<file path="config.mk">
export PLATFORM = sky130hd
export DESIGN_NAME = red_pitaya_pwm_dac
export DESIGN_NICKNAME = d
export VERILOG_FILES = /design/src/rtl/pwm_dac_pkg.sv /design/src/rtl/red_pitaya_pwm_dac.sv
export SDC_FILE = /design/constraint.sdc
export NUM_CORES = 1
export LEC_CHECK = 0
export BUFFER_PORTS_ARGS = -buffer_cell sky130_fd_sc_hd__buf_2
export CAP_MARGIN = 20
export CORE_MARGIN = 8
export CORE_UTILIZATION = 40
export CTS_CLUSTER_DIAMETER = 150
export DETAILED_ROUTE_END_ITERATION = 10
export HOLD_SLACK_MARGIN = 0.06
export MAX_ROUTING_LAYER = met4
export SLEW_MARGIN = 40
export SYNTH_ARGS = -nofsm -noshare
export SYNTH_HDL_FRONTEND = slang
export SYNTH_SLANG_ARGS = --single-unit
export TNS_END_PERCENT = 10
</file>
<file path="constraint.sdc">
create_clock -name clk_i -period 4.8 [get_ports clk_i]
set_input_delay 0.48 -clock clk_i [delete_from_list [all_inputs] [get_ports clk_i]]
set_output_delay 0.48 -clock clk_i [all_outputs]
set_load 0.01 [all_outputs]
</file>
<file path="src/rtl/pwm_dac_pkg.sv">
// Shared constants for the PWM DAC channels: default period, fractional width
// and the counter reset value that makes the first enabled edge a load edge.
package pwm_dac_pkg;

  localparam int PWM_PERIOD_DEF = 156;
  localparam int PWM_PERIOD_MIN = 2;
  localparam int PWM_PERIOD_MAX = 1023;
  localparam int PWM_FRAC_W     = 8;

  // Parking the counter on the last position turns the next enabled edge into a wrap/load.
  function automatic int pwm_cnt_rst(input int period);
    return period - 1;
  endfunction

endpackage

</file>
<file path="src/rtl/red_pitaya_pwm_dac.sv">
// One PWM DAC channel: double-buffered 8-bit duty with a fractional error
// accumulator so the long-term duty is exactly cfg/256 for any PERIOD.
module red_pitaya_pwm_dac
  import pwm_dac_pkg::*;
#(
  parameter  int PERIOD = PWM_PERIOD_DEF,
  localparam int CW     = $clog2(PERIOD + 1)
) (
  input  logic       clk_i,
  input  logic       rstn_i,
  input  logic       ena_i,
  input  logic [7:0] cfg_i,
  output logic       pwm_o,
  output logic       sync_o
);

  localparam int              SW       = PWM_FRAC_W + CW + 1;
  localparam logic [CW-1:0]   CNT_RST  = CW'(pwm_cnt_rst(PERIOD));
  localparam logic [SW-1:0]   PERIOD_W = SW'(PERIOD);

  if (PERIOD < PWM_PERIOD_MIN || PERIOD > PWM_PERIOD_MAX) begin : g_bad_period
    $error("red_pitaya_pwm_dac: PERIOD out of range 2..1023");
  end

  logic [CW-1:0]         cnt_q, cnt_d;
  logic [CW-1:0]         high_q, high_d;
  logic [PWM_FRAC_W-1:0] acc_q, acc_d;
  logic                  pwm_q, pwm_d;
  logic                  sync_q, sync_d;
  logic [SW-1:0]         sum;

  // NOTE: every always_comb output gets a default first, so no path can infer a latch.
  always_comb begin
    cnt_d  = cnt_q;
    high_d = high_q;
    acc_d  = acc_q;
    sum    = SW'(cfg_i) * PERIOD_W + SW'(acc_q);

    if (!ena_i) begin
      cnt_d  = CNT_RST;
      high_d = '0;
      acc_d  = '0;
    end else if (cnt_q == CNT_RST) begin
      cnt_d  = '0;
      high_d = CW'(sum >> PWM_FRAC_W);
      acc_d  = sum[PWM_FRAC_W-1:0];
    end else begin
      cnt_d  = cnt_q + CW'(1);
    end

    // Outputs follow the next-state values so the first sample of a period lands on the wrap edge.
    pwm_d  = ena_i && (cnt_d < high_d);
    sync_d = ena_i && (cnt_d == '0);
  end

  // NOTE: sequential state uses non-blocking assignments only; reset is asynchronous so
  // pwm_o drops the instant rstn_i falls, even mid-pulse.
  always_ff @(posedge clk_i or negedge rstn_i) begin
    if (!rstn_i) begin
      cnt_q  <= CNT_RST;
      high_q <= '0;
      acc_q  <= '0;
      pwm_q  <= 1'b0;
      sync_q <= 1'b0;
    end else begin
      cnt_q  <= cnt_d;
      high_q <= high_d;
      acc_q  <= acc_d;
      pwm_q  <= pwm_d;
      sync_q <= sync_d;
    end
  end

  assign pwm_o  = pwm_q;
  assign sync_o = sync_q;

endmodule

</file>
==> flow_metrics.tcl <==
set metrics [dict create \
    numCtsBuffers 3 \
    htree_levels 1 \
    portBuffers 12 \
    setup_viol 0 \
    worst_slew_pin_slew_ns 0.721 \
    peakVddDrop_mv 0.362 \
    max_cap_viol_count 0 \
    skew_ns 0.00717 \
    final_max_slew_viol_count 0 \
    yosys.area.top_type "dfrtp_1" \
    synthFlopType "dfrtp_1" \
    clk_latency_ns 0.27 \
    endpoint_kind "flip-flop" \
    cellLeakagePower_nw 1.45 \
    synth_nets 340 \
    dp_hpwl_um 4000 \
    layout_commonest_cell "inv_1" \
    cp.arrival_ns 4.70 \
    wirelength_um 4960 \
    layout_common_cells "36 x inv_1, 33 x ha_1, 29 x buf_4, 19 x dfrtp_1, 15 x nand2_1" \
    die_h_um 95.6 \
    wl_per_cell_um 12.6 \
    grt_pass1_vias 1994 \
    yosys_warnings 0 \
    met1_usage_pct 15.2 \
    dp_slack_ns -0.314 \
    layout.nets 376 \
    use_met2_pct 20.1 \
    rows 29 \
    slew_headroom_pct 51.8 \
    area_growth_syn_to_layout_pct 18.0 \
    die_x_um 95.6 \
    crit_fanout 6 \
    p_per_area_nw_per_um2 511 \
    hold_path.class "input pin to asynchronous set/reset pin" \
    period_share_pct 94.6 \
    die-area_sq_um 9130 \
    drcViolationCount 0 \
    drive_above_1_share_pct 21.8 \
    grt_busiest_layer "met2" \
    crit_required_ns 4.96 \
    vias 2040 \
    dp.cells 388 \
    vias_per_cell 5.18 \
    yosys.cell_types.count 49 \
    final_cells 394 \
    setup_slack_ns 0.261 \
    cts_tree "built" \
    antenna_cells 0 \
    grt_start_max_net_pins 28 \
    async_reset_ff_share_pct 100 \
    synthTopCellsByArea "dfrtp_1 19%, ha_1 17%, fa_1 9.5%" \
    clock_path_buffers 2 \
    gr-usage-all-layers_pct 12.1 \
    hold_violations 0 \
    status "finished, final reports clean" \
    antenna_found_initial 0 \
    root_buffer "clkbuf_8" \
    seq_area_frac_synth_pct 24.0 \
    critPathKind "input pin to flip-flop" \
    ant_nets 0 \
    grt_pass1_wl_um 8730 \
    cts.sinks 24 \
    dr.pass1.iters 4 \
    synth_top_area_share_pct 18.8 \
    finalCriticalPeriod_ns 4.54 \
    synth-edff-count 0 \
    drt-initial-drc-count 85 \
    grt-ovfl-total 0 \
    clk_pin_slew_worst_paths_ns 0.08 \
    ys_ff_latch 24 \
    grtUsageMet3_pct 0.709 \
    syn-cell-area_sq_um 2530 \
    ios 13 \
    core_sq_um 6240 \
    finalPower_mw 1.53 \
    synth_area_per_cell_sq_um 8.98 \
    fmax_ghz 0.220 \
    synthCells 282 \
    critPathLaunchType "input pin" \
    initial_core_util_pct 40.6 \
    gp_congestion 0.841 \
    cts_hold_buf 0 \
]
report_power, final:
| group | internal, mW | total, mW | leakage [nW] | switching, mW |
|---|---|---|---|---|
| Sequential | 0.284 | 0.342 | 0.311 | 0.0579 |
| Clock | 0.0593 | 0.121 | 0.0228 | 0.0617 |
| Combinational | 0.507 | 1.06 | 1.12 | 0.556 |
| Total | 0.851 | 1.53 | 1.45 | 0.675 |
critical path, stage by stage:
cell and delay (ns):
buf_2 0.09, inv_1 0.06, buf_4 0.14, fa_1 0.50
inv_1 0.04, ha_1 0.29, fa_1 0.48, ha_1 0.37
o21ai_0 0.21, o21ai_0 0.12, a31oi_1 0.29, xnor2_1 0.18
buf_4 0.16, xnor2_2 0.12, o211ai_1 0.10, ha_1 0.35
a21oi_2 0.15, nor2b_1 0.06, o21ai_1 0.16, o21ai_1 0.10
a2111oi_2 0.27
registers in the layout (all words and copies together) (netlist names):
signal / count
high_q: 8
cnt_q: 8
sync_o: 1
acc_q: 6
pwm_o: 1
layer usage:
layer  vias to the layer above  part of all wire [%]  routed length [um]
li1                       1054                     -                   -
met1                       962                    49                2420
met2                        20                    48                2400
met3                         4                   1.6                  81
met4                         0                   1.2                  62
met5                         -                     0                   0
cell usage after synthesis (all sizes together), types with 4 or more instances:
cell type and n:
inv 37, ha 35, dfrtp 19, o21ai 18
nand2 15, a21oi 14, nor2 14, xnor2 14
fa 12, clkbuf 9, nand3 8, nor2b 8
nand2b 6, or3 6, dfstp 5, nand4 5
nor3 5, o21a 5, xor2 5, a21o 4
o211a 4, o211ai 4
cell type report:
class	count	area, sq um
Clock buffer	4	45.0
Fill cell	625	3250
Inverter	37	139
Multi-Input combinational cell	211	1820
Sequential cell	24	607
Tap cell	77	96.3
Timing Repair Buffer	41	278
path summary, 6_finish.rpt:
path,endpoint,startpoint,depth (start not counted),slack [ns]
max,pwm_o,cfg_i[5],21,0.26
max in group asynchronous,cnt_q[7],rstn_i,1,4.24
min in group clk_i,high_q[1],high_q[1],1,0.53
min reg2reg,high_q[1],high_q[1],1,0.53
min,cnt_q[2],rstn_i,1,0.18
max reg2reg,pwm_o,cnt_q[0],11,1.45
timing repair:
item,4_1_cts,5_1_grt
setup endpoints to repair,1,1
pin swaps,0,9
gates cloned,0,0
buffers inserted,0,2
gates resized for setup,1,15
stage by stage:
step / utilization (%) / setup TNS, ns / area [sq um] / hold WS, ns
finish: 47.9 / 0 / 2990 / 0.184
global route: 47.9 / -0.00938 / 2990 / 0.229
CTS: 46.5 / 0 / 2900 / 0.202
detailed placement: 45.7 / -0.314 / 2850 / 0.499
global placement: 45.7 / -0.214 / 2850 / 0.501
floorplan: - / 0 / 2530 / 0.184
cell families (layout without fill, tap and decap cells):
family                   Yosys count  in the layout  share of synthesized area [%]
adder cells (fa/ha/maj)           47             47                           26.8
AND/OR/NAND/NOR                   80             80                           18.2
AO/OA/AOI/OAI                     65             65                           17.4
buffers and inverters             47             82                           7.02
XOR/XNOR                          19             19                           6.57
flip-flops                        24             24                           24.0
Power figures use the tool's default switching activity.
